## config.mk

```make
export PLATFORM = sky130hd
export DESIGN_NAME = paddle2quad_flat
export DESIGN_NICKNAME = d
export VERILOG_FILES = /design/src/rtl/paddle2quad_pkg.sv /design/src/rtl/paddle2quad_if.sv /design/src/rtl/quad_phase_gen.sv /design/src/rtl/paddle2quad.sv /design/src/flat_wrapper.sv
export SDC_FILE = /design/constraint.sdc
export NUM_CORES = 1
export LEC_CHECK = 0
export BUFFER_PORTS_ARGS = -buffer_cell sky130_fd_sc_hd__clkbuf_2
export CAP_MARGIN = 20
export CORE_AREA = 2 2 107 57
export DETAILED_ROUTE_END_ITERATION = 8
export DIE_AREA = 0 0 109 59
export SETUP_SLACK_MARGIN = 0.1
export SLEW_MARGIN = 20
export SYNTH_ARGS = -nofsm -noshare
export SYNTH_HDL_FRONTEND = slang
export SYNTH_SLANG_ARGS = --single-unit
```

## constraint.sdc

```tcl
create_clock -name clk_sys -period 3.6 [get_ports clk_sys]
set_input_delay 0.72 -clock clk_sys [delete_from_list [all_inputs] [get_ports clk_sys]]
set_output_delay 0.72 -clock clk_sys [all_outputs]
set_load 0.02 [all_outputs]
```

## src/rtl/paddle2quad_pkg.sv

```systemverilog
// Shared types and helpers for the paddle-to-quadrature converter.
//   p2q_state_e : tracking FSM states
//   QUAD_SEQ    : quadrature {A,B} pattern, indexed by 2-bit phase
//   map_sample  : maps a raw sample to the unsigned 0..255 position domain
package paddle2quad_pkg;

  typedef enum logic [1:0] {
    SYNC    = 2'd0,
    IDLE    = 2'd1,
    STEP_UP = 2'd2,
    STEP_DN = 2'd3
  } p2q_state_e;

  localparam logic [1:0] QUAD_SEQ [0:3] = '{2'b00, 2'b01, 2'b11, 2'b10};

  // Two's complement sticks are re-centred by flipping the sign bit, so that
  // -128..127 becomes 0..255 with 0 landing at mid-travel.
  function automatic logic [7:0] map_sample(input logic [7:0] pos,
                                            input logic       signed_in);
    return signed_in ? (pos ^ 8'h80) : pos;
  endfunction

endpackage

```

## src/rtl/paddle2quad_if.sv

```systemverilog
// Sample/quadrature bundle between the input controller and paddle2quad.
//   enable    : 1 = track, 0 = freeze output and force resync
//   pos_valid : one-cycle strobe, pos holds a new sample
//   pos       : 8-bit position sample
//   signed_in : pos is two's complement
//   steer     : quadrature {A,B}
//   busy      : steps toward the target are pending
interface paddle2quad_if;
  logic       enable;
  logic       pos_valid;
  logic [7:0] pos;
  logic       signed_in;
  logic [1:0] steer;
  logic       busy;

  modport master (output enable, pos_valid, pos, signed_in,
                  input  steer, busy);
  modport slave  (input  enable, pos_valid, pos, signed_in,
                  output steer, busy);
endinterface

```

## src/rtl/quad_phase_gen.sv

```systemverilog
// Quadrature phase generator: a 2-bit phase index moved by single-cycle
// up/down strobes, with {A,B} registered straight from the next phase so the
// output changes exactly one bit per step and never glitches.
//   clk_sys : system clock
//   reset_n : async active-low reset (phase 0, steer 00)
//   step_up : advance one phase
//   step_dn : retreat one phase (ignored if step_up is also set)
//   steer   : quadrature {A,B}
module quad_phase_gen
  import paddle2quad_pkg::*;
(
  input  logic       clk_sys,
  input  logic       reset_n,
  input  logic       step_up,
  input  logic       step_dn,
  output logic [1:0] steer
);

  logic [1:0] idx;
  logic [1:0] idx_nxt;

  always_comb begin
    idx_nxt = idx;
    if (step_up)      idx_nxt = idx + 2'd1;
    else if (step_dn) idx_nxt = idx - 2'd1;
  end

  always_ff @(posedge clk_sys or negedge reset_n) begin
    if (!reset_n) begin
      idx   <= 2'd0;
      steer <= 2'b00;
    end else begin
      idx   <= idx_nxt;
      steer <= QUAD_SEQ[idx_nxt];
    end
  end

endmodule

```

## src/rtl/paddle2quad.sv

```systemverilog
// Absolute 8-bit paddle position to quadrature converter. Tracks the last
// emitted position (current) and walks it toward the latest sample (target)
// one quadrature step every CLKDIV clocks. DEADBAND filters jitter at rest
// only; once moving the walk always finishes on the target.
//   clk_sys : system clock
//   reset_n : async active-low reset
//   bus     : slave side of paddle2quad_if (samples in, steer/busy out)
module paddle2quad
  import paddle2quad_pkg::*;
#(
  parameter int CLKDIV   = 5500,
  parameter int DEADBAND = 1
) (
  input  logic          clk_sys,
  input  logic          reset_n,
  paddle2quad_if.slave  bus
);

  localparam int                DIV_W = (CLKDIV > 2) ? $clog2(CLKDIV) : 1;
  localparam logic [DIV_W-1:0]  DIV_MAX = DIV_W'(CLKDIV - 1);
  localparam logic signed [8:0] DB_S    = 9'(DEADBAND);

  p2q_state_e        state;
  logic [7:0]        target;
  logic [7:0]        current;
  logic [DIV_W-1:0]  div;
  logic              busy_q;

  logic [7:0]        pos_u;
  logic signed [8:0] diff;
  logic              moving;
  logic              tick;
  logic              step_up;
  logic              step_dn;

  assign pos_u  = map_sample(bus.pos, bus.signed_in);
  // Both operands are 0..255, so 9 bits hold the difference without overflow.
  assign diff   = $signed({1'b0, target}) - $signed({1'b0, current});
  assign moving = (state == STEP_UP) || (state == STEP_DN);
  assign tick   = moving && (div == DIV_MAX);

  // Step decisions use the registered (old) target; a sample arriving on the
  // tick edge only takes effect from the next decision onward.
  assign step_up = bus.enable && tick && (diff > 9'sd0);
  assign step_dn = bus.enable && tick && (diff < 9'sd0);

  always_ff @(posedge clk_sys or negedge reset_n) begin
    if (!reset_n) begin
      state   <= SYNC;
      target  <= 8'd0;
      current <= 8'd0;
      div     <= '0;
      busy_q  <= 1'b0;
    end else if (!bus.enable) begin
      // Freeze: steer keeps its last level, next sample resyncs silently.
      state  <= SYNC;
      div    <= '0;
      busy_q <= 1'b0;
    end else begin
      case (state)
        SYNC: begin
          div <= '0;
          if (bus.pos_valid) begin
            target  <= pos_u;
            current <= pos_u;
            state   <= IDLE;
          end
        end
        IDLE: begin
          div <= '0;
          if (diff > DB_S) begin
            state  <= STEP_UP;
            busy_q <= 1'b1;
          end else if (diff < -DB_S) begin
            state  <= STEP_DN;
            busy_q <= 1'b1;
          end
          if (bus.pos_valid) target <= pos_u;
        end
        STEP_UP, STEP_DN: begin
          if (tick) begin
            div <= '0;
            if (step_up) begin
              current <= current + 8'd1;
              state   <= STEP_UP;
            end else if (step_dn) begin
              current <= current - 8'd1;
              state   <= STEP_DN;
            end else begin
              state  <= IDLE;
              busy_q <= 1'b0;
            end
          end else begin
            div <= div + 1'b1;
          end
          if (bus.pos_valid) target <= pos_u;
        end
        default: begin
          state  <= SYNC;
          div    <= '0;
          busy_q <= 1'b0;
        end
      endcase
    end
  end

  assign bus.busy = busy_q;

  quad_phase_gen u_phase (
    .clk_sys (clk_sys),
    .reset_n (reset_n),
    .step_up (step_up),
    .step_dn (step_dn),
    .steer   (bus.steer)
  );

endmodule
```

## src/flat_wrapper.sv

```systemverilog
// flat-port wrapper written by rule: the top's interface ports become plain ports
module paddle2quad_flat import paddle2quad_pkg::*;
#(
  parameter int CLKDIV   = 5500,
  parameter int DEADBAND = 1
)
  (clk_sys, reset_n, bus_enable, bus_pos_valid, bus_pos, bus_signed_in, bus_steer, bus_busy);
  paddle2quad_if bus_i ();
  input  logic clk_sys;
  input  logic reset_n;
  input wire logic [$bits(bus_i.enable)-1:0] bus_enable;
  input wire logic [$bits(bus_i.pos_valid)-1:0] bus_pos_valid;
  input wire logic [$bits(bus_i.pos)-1:0] bus_pos;
  input wire logic [$bits(bus_i.signed_in)-1:0] bus_signed_in;
  output wire logic [$bits(bus_i.steer)-1:0] bus_steer;
  output wire logic [$bits(bus_i.busy)-1:0] bus_busy;
  assign bus_i.enable = bus_enable;
  assign bus_i.pos_valid = bus_pos_valid;
  assign bus_i.pos = bus_pos;
  assign bus_i.signed_in = bus_signed_in;
  assign bus_steer = bus_i.steer;
  assign bus_busy = bus_i.busy;
  paddle2quad #(.CLKDIV(CLKDIV), .DEADBAND(DEADBAND)) u_core (.clk_sys(clk_sys), .reset_n(reset_n), .bus(bus_i));
endmodule
```

* After elaboration in Yosys (flattened, before gate mapping)
Index checks and enable logic that the tools add are counted.
** Word-level totals
- Output and inout port bits :: 3
- Register bits after elaboration :: 36
- Input bits :: 13
- Word-level logic and storage cells :: 78
** Operators by class
- Equal/unequal tests :: 14
- Bitwise operators :: 2
- Reduce and logical (&&, ||, !) cells :: 14
- Mux-type cells :: 30
- $lt $le $gt $ge :: 5
- $add $sub $neg :: 6
** Operators with widths (count)
- two-way mux 8 bit :: 6
- two-way mux 13 bit :: 2
- case mux 13 bit (2 select lines) :: 1
- two-way mux 2 bit :: 11
- less-than comparator 9 x 1 -> 1 bit (second input constant) :: 2
- case mux 8 bit (2 select lines) :: 1
- adder 13 x 1 -> 13 bit (second input constant) :: 1
- equality test 13 bit (second input constant) :: 1
- AND reduction 5 bit :: 2
- greater-than comparator 9 x 1 -> 1 bit (second input constant) :: 1
- greater-than comparator 9 x 2 -> 1 bit (second input constant) :: 1
- inequality test 3 bit (second input constant) :: 3
- subtractor 8 x 8 -> 9 bit :: 1
- adder 8 x 1 -> 8 bit (second input constant) :: 1
- subtractor 8 x 1 -> 8 bit (second input constant) :: 1
- two-way mux 1 bit :: 6
- inequality test 3 x 1 -> 1 bit (second input constant) :: 2
- case mux 2 bit (3 select lines) :: 1
- binary-select mux 2 bit (select 2 bit) :: 1
- equality test 2 bit (second input constant) :: 2
- logical AND 1 bit :: 4
- inequality test 2 x 1 -> 1 bit (second input constant) :: 2
- inequality test 4 x 2 -> 1 bit (second input constant) :: 1
- OR reduction 2 bit :: 2
- 15 further kinds :: 15

* Longest topological paths before layout
Gate-level depths: netlist of run 1.
- Depth after elaboration :: 11
- Depth in mapped cells :: 19
- Mapped depth without buffers :: 19

* Hierarchy
A second synthesis of run 1 with hierarchy kept.
** Unflattened totals
- Cell total of the unflattened synthesis :: 258
- Area total of the unflattened synthesis :: 2423.6 µm²
** Modules (own cells, without submodules)
- paddle2quad :: area each 2289.7 µm², seq. area each 800.8 µm², cells each 246, instances 1
- quad_phase_gen :: area each 133.9 µm², seq. area each 75.1 µm², cells each 12, instances 1

* Worst setup path before layout of run 1
OpenSTA, ideal clock, no wires.
- Path kind :: register to register
- Start :: register u_core.current[0]
- End :: register u_core.current[7]
- Arrival :: 3614 ps
- Setup time :: 78 ps
- Stages on the path, launching flop included :: 18
- Path buffers :: 0
- Period minus slack after synthesis :: 3692 ps
- Path slack :: -92 ps
- Data required time :: 3522 ps
- Cell sequence :: dfrtp_1 ha_1 inv_1 fa_1 xnor2_1 or2b_2 nor4_4 a41oi_1 inv_1 ha_1 a21oi_1 o211ai_1 o21ai_0 nand2b_1 a21oi_1 xnor2_1 o31ai_1 o2bb2ai_1
** On the way
- Longest elaborated chain between the ends :: 6
- Elaborated cells between the ends (all ways) :: 13
- Classes of those cells :: 3 x add/sub; 2 x order compare; 1 x eq/ne; 4 x mux; 3 x reduce/logical
** RTL lines
- start, declared :: line paddle2quad.sv:25 : logic [7:0] current;
- start signal, assigned :: line paddle2quad.sv:65 : current <= pos_u;
- start signal, assigned :: line paddle2quad.sv:84 : current <= current + 8'd1;
- start signal, assigned :: line paddle2quad.sv:87 : current <= current - 8'd1;
- subtractor 8 x 8 -> 9 bit :: line paddle2quad.sv:38 : assign diff = $signed({1'b0, target}) - $signed({1'b0, current});
- greater-than comparator 9 x 1 -> 1 bit :: line paddle2quad.sv:44 : assign step_up = bus.enable && tick && (diff > 9'sd0);
- logical AND 1 bit :: line paddle2quad.sv:44
- two-way mux 8 bit :: line paddle2quad.sv:83 : if (step_up) begin
- two-way mux 8 bit :: line paddle2quad.sv:81 : if (tick) begin
- case mux 8 bit (2 select lines) :: line paddle2quad.sv:60 : case (state)
Several ways; a longest one is shown, not always the timed one. The select of a mux whose other input is x is not followed.
A chain may end at the register's enable or synchronous reset.

* Worst setup path in the final report of run 1
- Start :: register u_core.target[0]
- End :: register u_core.current[7]
** On the way
- Longest elaborated chain between the ends :: 6
- Elaborated cells between the ends (all ways) :: 10
- Classes of those cells :: 1 x add/sub; 2 x order compare; 1 x eq/ne; 3 x mux; 3 x reduce/logical
** RTL lines
- start, declared :: line paddle2quad.sv:24 : logic [7:0] target;
- start signal, assigned :: line paddle2quad.sv:64 : target <= pos_u;
- start signal, assigned :: line paddle2quad.sv:78 : if (bus.pos_valid) target <= pos_u;
- start signal, assigned :: line paddle2quad.sv:96 : if (bus.pos_valid) target <= pos_u;
- subtractor 8 x 8 -> 9 bit (*) :: line paddle2quad.sv:38
- greater-than comparator 9 x 1 -> 1 bit :: line paddle2quad.sv:44
- logical AND 1 bit :: line paddle2quad.sv:44
- two-way mux 8 bit :: line paddle2quad.sv:83
- two-way mux 8 bit :: line paddle2quad.sv:81
- case mux 8 bit (2 select lines) :: line paddle2quad.sv:60
Mark *: on every way between the ends. The rest lies on a longest branch, timed or not. The select of a mux whose other input is x is not followed.

==> reports/qor.yml, run 1 <==
run_status:
  status: "finished, final reports clean"
synthesis:
  netlist_area_sq_um: 2400
  synth_top_family_by_area: "simple AND/OR/NAND/NOR gates"
  syn-num-nets: 279
  synth_edf_count: 0
  ys_seq_area_frac: 0.366
  synth_fa_ha_area_frac: 0.105
  synthCells: 247
  synth-compound-area-share: 0.162
  synth-simple-area-share: 0.180
  synth-xor-area-share: 0.0804
  ys_seq_elements: 35
  synth.distinct_cells: 57
  synth_mux_area_frac: 0.0627
  synthFlopType: "dfrtp_1"
  syn_area_per_cell_sq_um: 9.70
  synth_warnings: 0
  async_reset_ff_frac: 1.00
global_routing:
  grt_pass1_vias: 1899
  grt_overflow: 0
  grt_use_met2: 0.298
  grt_max_degree: 36
  top_usage_layer: "met2"
  met1_usage: 0.257
  grt_pass1_wl_microns: 9050
  met3_usage: 0.0440
  antenna_found_initial: 0
  track_usage: 0.186
routing:
  num_vias: 1921
  drtIter0Drc: 43
  wl_per_cell_microns: 14.8
  ant_nets: 0
  via_per_inst: 5.38
  wl_microns: 5290
  dr.pass1.iters: 4
  drc_errors: 0
layout:
  final_common_cell: "dfrtp_1"
  area_growth_pct: 20.1
  nets: 316
  antenna_cells: 0
  drive_gt1_frac: 0.299
  layout_common_cells: "dfrtp_1, nor2_1, buf_4"
timing:
  setup_tns_ns: 0
  fmax_ghz: 0.279
  fin_crit_ns: 3.59
  tightest_slew_ns: 0.884
  final_max_slew_viol_count: 0
  skew_ns: 0.00661
  slew_headroom: 0.411
  rsz0062_at_grt: "yes"
  hold_ws_ns: 0.477
  min_period_over_period: 0.997
  finalHoldViolations: 0
  finalSetupViolations: 0
clock_tree:
  cts-root-buf: "clkbuf_8"
  cts_buffers: 5
  clock_latency_ns: 0.29
  clk_pin_slew_ns: 0.08
  cts_hold_buf: 0
  cts_tree: "done"
  cts_htree_levels: 2
  numClockSinks: 35
  max-clock-path-buffers: 2
setup_path:
  crit_type: "register to register"
  crit_required_ns: 3.81
  path_buf_inv: 3
  cpMaxStageDelayCell: "dfrtp_1"
  cpMostUsedCell: "inv_2"
  crit_path_end_kind: "register"
  cp_max_fo: 6
  path_cells: "inv_2 > ha_4 > inv_2 > fa_2 > a21o_1 > a22o_2 > o32a_4 > nand2_2 > a41oi_2 > inv_2 > ha_1 > a21oi_2 > o211ai_1 > o21ai_1 > nand2b_1 > a21oi_2 > xnor2_1 > o31ai_1 > o2bb2ai_1"
  startpoint_type: "register"
  crit_family: "compound AO/OA/AOI/OAI gates"
  crit_arrival_ns: 3.80
  slowest_delay_ns: 0.39
min_path:
  worstHoldPathType: "register to register"
pwr:
  leakagePower_nw: 1.33
  p_sw_mw: 0.928
  sw_frac_of_total: 0.419
  p_per_area_nw_per_um2: 770
  pwr-share-clk: 0.160
  p_seq_frac: 0.239
  combPwrFrac: 0.601
  internal-power_mw: 1.29
  worst_ir_drop_vdd_mv: 0.296
placed_design:
  gp_congestion: 0.946
  dp_hpwl_microns: 3820
  numPortBuffers: 15
die:
  die_area_sq_um: 6430
  row_count: 19
  start_util: 0.444
  die_x_microns: 109
  core_sq_um: 5400
  die_y_microns: 59
  ioPinCount: 16
job:
  drv_cap: 0
[synth_stat cells (all sizes together) (3+ instances only)]
cell / n / area (sq um)
dfrtp: 35 / 876
nor2: 20 / 75.1
inv: 19 / 71.3
nand2: 18 / 70.1
ha: 17 / 213
o21ai: 14 / 85.1
a21oi: 13 / 72.6
xor2: 13 / 114
nand3: 11 / 55.1
xnor2: 9 / 78.8
mux2: 8 / 90.1
mux2i: 6 / 60.1
a31oi: 5 / 31.3
and3: 5 / 32.5
or3: 5 / 31.3
a21o: 4 / 30.0
nand4: 4 / 31.3
nor3: 4 / 20.0
o211ai: 3 / 27.5
[kinds of logic after synthesis]
family / Yosys count
buffers and inverters: 23
flip-flops: 35
XOR/XNOR: 22
AO/OA/AOI/OAI: 54
multiplexers: 14
adder cells (fa/ha/maj): 19
AND/OR/NAND/NOR: 80
[sequential cells by signal, summed over array words and instances, names as in the netlist]
| register | cells |
|---|---|
| u_core.u_phase.idx | 2 |
| u_core.u_phase.steer | 1 |
| u_core.state | 2 |
| u_core.div | 13 |
| u_core.target | 8 |
| u_core.bus.busy | 1 |
| u_core.current | 8 |
[power by group through the flow]
stage	logic (mW)	clock network, mW	registers, mW
floorplan	0.867	0	0.526
global placement	1.11	0	0.531
detailed placement	1.14	0	0.531
CTS	1.26	0.364	0.529
global route	1.46	0.381	0.541
finish	1.33	0.354	0.530
[routing by layer]
metal  wire [microns]  vias up
met5                0        -
met3              196        4
met2             2460       28
met4               28        0
li1                 -      951
met1             2610      938
[area by class of cell]
cell class,instances,area (sq um)
fill,489,2520
multi-input combinational,189,1510
sequential,35,876
timing repair buffer,34,225
tap,73,91.3
inverter,19,71.3
clock buffer,5,68.8
clock inverter,2,37.5
[stage by stage]
| step | instances | total power, mW | util | setup WS (ns) | cell area, sq um |
|---|---|---|---|---|---|
| 3_3_place_gp | 340 | 1.65 | 0.483 | 0.0845 | 2610 |
| 2_1_floorplan | 247 | 1.39 | - | 0.124 | 2410 |
| 6_report | 357 | 2.22 | 0.533 | 0.0108 | 2880 |
| 5_1_grt | 357 | 2.38 | 0.533 | -0.225 | 2880 |
| 3_5_place_dp | 340 | 1.67 | 0.483 | -0.0549 | 2610 |
| 4_1_cts | 351 | 2.15 | 0.519 | 0.0421 | 2800 |
[final timing paths]
| check | start | end | slack [ns] | depth (start not counted) |
|---|---|---|---|---|
| worst max-delay path | u_core.target[0]$_DFFE_PN0P_ | u_core.current[7]$_DFFE_PN0P_ | 0.01 | 19 |
| worst min-delay path | u_core.div[0]$_DFF_PN0_ | u_core.div[0]$_DFF_PN0_ | 0.48 | 1 |
| worst max register to register | u_core.target[0]$_DFFE_PN0P_ | u_core.current[7]$_DFFE_PN0P_ | 0.01 | 19 |
| worst min register to register | u_core.div[0]$_DFF_PN0_ | u_core.div[0]$_DFF_PN0_ | 0.48 | 1 |
| max in group asynchronous | reset_n | u_core.current[2]$_DFFE_PN0P_ | 2.50 | 1 |
| min in group asynchronous | reset_n | u_core.div[7]$_DFF_PN0_ | 0.53 | 1 |
[what timing repair did]
| action | CTS | global route |
|---|---|---|
| setup buffers | 4 | 6 |
| pin swaps | 4 | 14 |
| resized for setup | 10 | 9 |
| endpoints found under the setup margin | 2 | 3 |
Note: power is estimated with default switching activity, not from simulation.
==> run 2, diff against run 1 <==
- GPL_TIMING_DRIVEN: default -> 0
==> run 2 against run 1 <==
- the run now ends with negative setup slack left
- clock power decreased by 19%
- global-route usage rose by 0.10 points
- sequential share of layout area down 1.2 points
- count of clock-buffer cells in the layout is the same
- combinational power grew 8%
- utilization is 2.3 points higher
==> reports/qor.yml, run 2 (synthesis gave the netlist of run 1 again) <==
setup_path:
  crit_family: "compound AO/OA/AOI/OAI gates"
  r2r-start: "u_core.target[0]$_DFFE_PN0P_"
  slowest_delay_ns: 0.39  # about the same
  crit_path_end_kind: "register"
  reg2reg_slack_ns: -0.03  # -0.04 ns
  path_buf_inv: 4  # +1
  crit_arrival_ns: 3.85  # +0.05 ns
  cpMaxStageDelayCell: "dfrtp_1"
  path_cells: "inv_2 > ha_4 > inv_2 > fa_2 > a21o_1 > a22o_2 > o32a_4 > nand2_1 > a41oi_4 > inv_4 > buf_6 > ha_4 > nand3_2 > o211ai_1 > o21ai_2 > nand2b_1 > a21oi_2 > xnor2_2 > o31ai_1 > o2bb2ai_1"
  crit_required_ns: 3.82  # about the same
  startpoint: "u_core.target[0]$_DFFE_PN0P_"
  startpoint_type: "register"
  cp_max_fo: 6  # unchanged
  crit_type: "register to register"
die:
  die_area_sq_um: 6430  # unchanged
  row_count: 19  # unchanged
  start_util: 0.444  # unchanged
  ioPinCount: 16  # unchanged
  die_x_microns: 109  # unchanged
  core_sq_um: 5400  # unchanged
  die_y_microns: 59  # unchanged
routing:
  drc_errors: 0  # unchanged
  via_per_inst: 5.36  # -0.30%
  drtIter0Drc: 49  # +14%
  ant_nets: 0  # unchanged
  wl_microns: 5290  # about the same
  num_vias: 1942  # +1.1%
  dr.pass1.iters: 4  # unchanged
  wl_per_cell_microns: 14.6  # -1.3%
timing:
  final_max_slew_viol_count: 0  # unchanged
  fin_crit_ns: 3.63  # +0.0439 ns
  min_period_over_period: 1.01  # +0.0122
  fmax_ghz: 0.275  # -1.2%
  hold_ws_ns: 0.464  # -0.0136 ns
  tightest_slew_ns: 0.898  # +0.0139 ns
  finalHoldViolations: 0  # unchanged
  worst_slack_ns: -0.0331  # -0.0439 ns
  skew_ns: 0.00527  # -0.00135 ns
  rsz0062_at_grt: "yes"
  slew_headroom: 0.402  # -0.00925
  finalSetupViolations: 3  # +3
global_routing:
  antenna_found_initial: 0  # unchanged
  grt_overflow: 0  # unchanged
  grt_max_degree: 36  # unchanged
  grt_pass1_wl_microns: 9110  # +0.70%
  grt_pass1_vias: 2008  # +5.7%
  track_usage: 0.187  # +0.00103
pwr:
  p_per_area_nw_per_um2: 753  # -2.3%
  worst_ir_drop_vdd_mv: 0.311  # +5.0%
  leakagePower_nw: 1.36  # +2.4%
placed_design:
  placed_cells: 335  # -1.5%
  gp_congestion: 0.781  # -18%
  numPortBuffers: 15  # unchanged
  dp_hpwl_microns: 3640  # -4.7%
layout:
  layout_common_cells: "dfrtp_1, nor2_1, inv_1, nand2_1"
  top_register: "u_core.div"
  antenna_cells: 0  # unchanged
  drive_gt1_frac: 0.343  # +0.0433
  fin_cells: 362  # +1.4%
  area_growth_pct: 25.4
  fin_util: 0.557  # +0.0234
  reg_top3: "u_core.div x13, u_core.current x8, u_core.target x8"
  nets: 320  # +1.3%
  largest_register_ffs: 13  # unchanged
  final_common_cell: "dfrtp_1"
  fill_cells: 462  # -5.5%
clock_tree:
  numClockSinks: 35  # unchanged
  cts_buffers: 5  # unchanged
  max-clock-path-buffers: 2  # unchanged
  clk_pin_slew_ns: 0.08  # about the same
  cts-root-buf: "clkbuf_8"
  clock_latency_ns: 0.29  # about the same
  cts_htree_levels: 2  # unchanged
  cts_tree: "done"
min_path:
  worstHoldPathType: "register to register"
  worstHoldStart: "u_core.div[0]$_DFF_PN0_"
run_status:
  violations: "negative setup slack"
  status: "finished with violations"
job:
  drv_cap: 0  # unchanged
-- run 2: changes by cell type in the layout (fill, tap and decap cells not counted), moves of 3 or more --
cell	delta
buf_6	+4
dfrtp_1	-3
dfrtp_2	+3
ha_4	+3
-- run 2: worst register-to-register path: stages, from the launching register on --
cell and delay (ns):
dfrtp_1 0.39, inv_2 0.08, ha_4 0.12, inv_2 0.03
fa_2 0.37, a21o_1 0.21, a22o_2 0.24, o32a_4 0.39
nand2_1 0.12, a41oi_4 0.06, inv_4 0.15, buf_6 0.12
ha_4 0.22, nand3_2 0.06, o211ai_1 0.14, o21ai_2 0.16
nand2b_1 0.08, a21oi_2 0.17, xnor2_2 0.10, o31ai_1 0.20
o2bb2ai_1 0.13
-- run 2: worst paths after layout --
check                           cells after the start                            end
worst max-delay path                               20  u_core.current[7]$_DFFE_PN0P_
worst min-delay path                                1        u_core.div[0]$_DFF_PN0_
worst max register to register                     20  u_core.current[7]$_DFFE_PN0P_
worst min register to register                      1        u_core.div[0]$_DFF_PN0_
max in group asynchronous                           1  u_core.current[2]$_DFFE_PN0P_
min in group asynchronous                           1        u_core.div[7]$_DFF_PN0_
-- run 2: metrics by stage --
step	setup TNS, ns	worst slack [ns]	instance area (sq um)	total power [mW]
2_1_floorplan	0	0.124	2410	1.39
3_3_place_gp	-0.676	-0.375	2570	1.58
3_5_place_dp	-0.910	-0.479	2570	1.61
4_1_cts	-0.302	-0.116	2900	2.16
5_1_grt	-0.725	-0.264	3000	2.46
6_report	-0.0658	-0.0331	3000	2.26
-- run 2: timing repair --
action,4_1_cts,5_1_grt
resized for setup,22,14
hold buffers,0,0
buffers inserted,15,7
pin swaps,13,11
setup endpoints to repair,5,5
-- run 2: layout make-up --
| type | instances | area, sq um | area share |
|---|---|---|---|
| Sequential cell | 35 | 880 | 0.293 |
| Clock inverter | 3 | 20.0 | 0.00666 |
| Tap cell | 73 | 91.3 | 0.0304 |
| Clock buffer | 5 | 68.8 | 0.0229 |
| Multi-Input combinational cell | 189 | 1600 | 0.533 |
| Buffer | 4 | 32.5 | 0.0108 |
| Inverter | 19 | 73.8 | 0.0246 |
| Timing Repair Buffer | 34 | 236 | 0.0787 |
-- run 2: metal layers --
metal  vias up  wire, microns  global-route usage
met5         -              0                   0
met4         0             73              0.0586
met3        10            175              0.0429
met2        24           2460               0.315
met1       947           2590               0.242
li1        961              -                   -
-- run 2: power breakdown --
part	switching, mW	total, mW	internal, mW
sequential	0.0768	0.545	0.468
clock	0.152	0.287	0.135
combinational	0.759	1.43	0.670
total	0.988	2.26	1.27
